==> config.mk <==
export PLATFORM = sky130hd
export DESIGN_NAME = regfile_wport_arb
export DESIGN_NICKNAME = d
export VERILOG_FILES = /design/src/rtl/regfile_wport_arb.sv
export SDC_FILE = /design/constraint.sdc
export NUM_CORES = 1
export LEC_CHECK = 0
export ABC_CLOCK_PERIOD_IN_PS = 5000
export CAP_MARGIN = 25
export CORE_MARGIN = 3
export CORE_UTILIZATION = 35
export DETAILED_ROUTE_END_ITERATION = 8
export DONT_BUFFER_PORTS = 1
export GPL_TIMING_DRIVEN = 0
export MAX_ROUTING_LAYER = met4
export PLACE_DENSITY = 0.54
export SLEW_MARGIN = 20
export SYNTH_ARGS = -nofsm -noshare
export SYNTH_HDL_FRONTEND = slang
export SYNTH_SLANG_ARGS = --single-unit
==> constraint.sdc <==
create_clock -name clk -period 5 [get_ports clk]
set_clock_uncertainty 0.2 [all_clocks]
set_input_delay 1 -clock clk [delete_from_list [all_inputs] [get_ports clk]]
set_output_delay 1 -clock clk [all_outputs]
set_load 0.01 [all_outputs]
==> src/rtl/regfile_wport_arb.sv <==
// Register-file write-port arbiter: two requesters share one write port, round-robin on conflict.
// Optional conflict statistics counter is built when REGF_ARB_STATS_EN is defined.
module regfile_wport_arb #(
    parameter int DATA_W = 32
) (
    input  logic              clk,
    input  logic              rst,
    input  logic              wb_stall,
    input  logic              req0_valid,
    input  logic [4:0]        req0_rd,
    input  logic [DATA_W-1:0] req0_data,
    input  logic              req1_valid,
    input  logic [4:0]        req1_rd,
    input  logic [DATA_W-1:0] req1_data,
    output logic              req0_ready,
    output logic              req1_ready,
    output logic              write,
    output logic [4:0]        writenum,
    output logic [DATA_W-1:0] write_data
`ifdef REGF_ARB_STATS_EN
    ,
    output logic [15:0]       conflict_cnt
`endif
);

    // Handshake: a requester holds valid, rd and data stable until it sees ready;
    // a transfer happens in the cycle where valid and ready are both high. Ready
    // never depends on anything registered here except prio, and is never buffered.
    logic              prio;
    logic              both_valid;
    logic              xfer0;
    logic              xfer1;
    logic [4:0]        sel_rd;
    logic [DATA_W-1:0] sel_data;

    assign both_valid = req0_valid && req1_valid;

    always_comb begin
        req0_ready = 1'b0;
        req1_ready = 1'b0;
        if (!rst && !wb_stall) begin
            if (both_valid) begin
                req0_ready = !prio;
                req1_ready = prio;
            end else begin
                req0_ready = req0_valid;
                req1_ready = req1_valid;
            end
        end
    end

    assign xfer0 = req0_valid && req0_ready;
    assign xfer1 = req1_valid && req1_ready;

    always_comb begin
        sel_rd   = req0_rd;
        sel_data = req0_data;
        if (xfer1) begin
            sel_rd   = req1_rd;
            sel_data = req1_data;
        end
    end

    // prio points at the requester that wins the next conflict.
    always_ff @(posedge clk) begin
        if (rst) begin
            prio <= 1'b0;
        end else if (xfer0) begin
            prio <= 1'b1;
        end else if (xfer1) begin
            prio <= 1'b0;
        end
    end

    // Writes to x0 are accepted but suppressed; index/data hold when nothing is written.
    always_ff @(posedge clk) begin
        if (rst) begin
            write      <= 1'b0;
            writenum   <= 5'd0;
            write_data <= '0;
        end else begin
            write <= (xfer0 || xfer1) && (sel_rd != 5'd0);
            if ((xfer0 || xfer1) && (sel_rd != 5'd0)) begin
                writenum   <= sel_rd;
                write_data <= sel_data;
            end
        end
    end

`ifdef REGF_ARB_STATS_EN
    always_ff @(posedge clk) begin
        if (rst) begin
            conflict_cnt <= 16'd0;
        end else if (both_valid && !wb_stall && (conflict_cnt != 16'hFFFF)) begin
            conflict_cnt <= conflict_cnt + 16'd1;
        end
    end
`endif

endmodule

==> results.toml <==
[logic_synthesis]
synth-main-ff-cell = "dfxtp_1"
yosys-top-cells-area = "dfxtp_1, mux2i_1, a211oi_2"
synth.most_common_cell = "dfxtp_1"
synth-seq-area-share_pct = 38.5
yosys.area.top_type_share_pct = 38.5
synth_area_leader_cell = "dfxtp_1"
ys_top_cells_by_count = "dfxtp_1, mux2i_1, a31oi_1"
syn_inst = 189
ys_warn_count = 0
synth_cell_types = 23
synth-edff-count = 0
synthArstFlopShare_pct = 0
ys_ff_latch = 39
netlist_area_um2 = 2030
syn_nets = 268
avgSynthCellArea_um2 = 10.7

[sta]
finalCriticalPeriod_ns = 3.73
fmax_ghz = 0.268
rsz0062_at_grt = "false"
setup_viol = 0
finalHoldViolCount = 0
slew_headroom_pct = 48.3
fin_crit_sh_pct = 74.7
fin_setup_tns_ns = 0
slew_viol_final = 0
worstMarginPinSlew_ns = 0.775

[power_and_ir_drop]
fin_total_pwr_mw = 0.686
leakagePower_nw = 0.926
power_density_nw_per_um2 = 309
vdd_drop_max_mv = 0.107

[die]
die_area_um2 = 6750
start_util_pct = 36.4
io_pins = 119
die_y_um = 82.1
rows = 27
die_x_um = 82.1
core_area_um2 = 5570

[route]
dr_total_vias = 1551
route.antenna.remaining_nets = 0
avgRoutedWirePerCell_um = 19.5
drt-initial-drc-count = 37
routed_wl_um = 5240
dr.pass1.iters = 4
drc_errors = 0
routed_via_density = 5.77

[critical_path]
rr_endpoint = "writenum[0]"
start_kind = "input pin"
crit_type = "input pin to output port"
crit_arrival_ns = 2.53
cp_data_required_time_ns = 3.80
path_max_fanout = 10
rrSetupSlack_ns = 2.85
r2r_cells = 6
timing.rr.start = "prio"
end_kind = "output port"

[placed_design]
gp_congestion = 0.650
port_buffers = 0
hpwl_um = 3840

[layout]
n_antenna_cell = 0
area_growth_pct = 9.37
nFillCells = 557
drive_gt1_share_pct = 23.4
fin_util_pct = 39.8
finalNetCount = 275

[cts]
hold_buffers = 0
numCtsBuffers = 5
path_clk_slew_ns = 0.07
cts_resized = 0
clk_path_buf_depth = 2
cts.sinks = 39
cts_max_level = 2
cts_tree = "yes"
clockRootBuffer = "clkbuf_8"
clk-insertion-delay-late_ns = 0.28
cts_setup_buffers = 0

[worst_hold_path]
min_to = "writenum[1]"
hold_start = "writenum[1]"
holdPathStages = 1
worstHoldPathType = "flop to flop"

[global_route]
grt_pass1_vias = 1479
grt_start_max_net_pins = 12
antenna_found_initial = 0
globalRouteTotalUtil_pct = 15.7
grt_pass1_wl_um = 7850
grt-ovfl-total = 0

[flow_run]
max_cap_viol_count = 0

[run_status]
outcome = "finished clean"
-- metrics by stage --
stage / setup slack, ns / hold WS [ns] / cell area [um2] / instances
2_1_floorplan: 1.42 / 0.283 / 2030 / 189
3_5_place_dp: 1.26 / 0.319 / 2120 / 261
6_report: 1.27 / 0.323 / 2220 / 269
3_3_place_gp: 1.28 / 0.310 / 2120 / 261
5_1_grt: 1.19 / 0.339 / 2220 / 269
4_1_cts: 1.26 / 0.330 / 2220 / 269
-- how the worst max path moves through the flow --
stage | end | slack (ns) | cells after the start | startpoint
2_1_floorplan | req1_ready | 1.42 | 7 | rst
3_3_place_gp | req1_ready | 1.28 | 7 | rst
3_5_place_dp | req1_ready | 1.26 | 7 | rst
4_1_cts | req1_ready | 1.26 | 7 | rst
5_1_grt | req1_ready | 1.19 | 7 | rst
6_report | req1_ready | 1.27 | 7 | rst
-- cells by family after synthesis --
| logic type | after synthesis | synth area share, % |
|---|---|---|
| and+or+nand+nor | 13 | 3.70 |
| DFF | 39 | 38.5 |
| buffers and inverters | 25 | 6.72 |
| AOI/OAI and AO/OA | 75 | 32.9 |
| muxes | 37 | 18.2 |
-- critical path, stage by stage --
cell and delay, ns:
buf_6 0.12, or3b_1 0.42, or2_2 0.29, clkbuf_1 0.10, buf_2 0.22, buf_2 0.25
inv_1 0.13
-- state kept, by name, indices dropped and copies added (netlist names) --
name / flops
prio: 1
write: 1
write_data: 32
writenum: 5
-- cell usage in the layout, fill, tap and decap left out, drive strengths merged --
cell | netlist | final
dfxtp | 39 | 39
or2 | 1 | 1
nor3 | 1 | 1
o211ai | 1 | 1
o22ai | 1 | 1
o21a | 1 | 1
a31oi | 34 | 34
and3 | 2 | 2
o2bb2ai | 4 | 4
nor2b | 2 | 2
inv | 1 | 1
a211oi | 33 | 33
o21ai | 1 | 1
or3b | 1 | 1
buf | 12 | 12
or4 | 2 | 2
mux2i | 37 | 37
nand2 | 1 | 1
nor2 | 3 | 3
clkbuf | 12 | 20
-- layer usage --
layer / track usage [%] / up-vias / wire length, um
li1: - / 754 / -
met1: 19.2 / 717 / 2260
met2: 24.6 / 75 / 2410
met3: 5.75 / 5 / 534
met4: 4.32 / 0 / 34
met5: - / - / 0
-- cell type report --
| cell class | instances | area, um2 | share of cell area, % |
|---|---|---|---|
| well taps | 72 | 90.1 | 4.06 |
| inverters | 1 | 3.75 | 0.169 |
| clock buffers | 8 | 100 | 4.51 |
| plain buffers | 24 | 133 | 5.98 |
| flip-flops and latches | 39 | 781 | 35.2 |
| multi-input cells | 125 | 1110 | 50.1 |
-- where the power goes --
part           total, mW  switching, mW  internal [mW]
clock              0.237          0.111          0.126
combinational     0.0938         0.0523         0.0415
sequential         0.356         0.0240          0.332
Power figures use the tool's default switching activity.
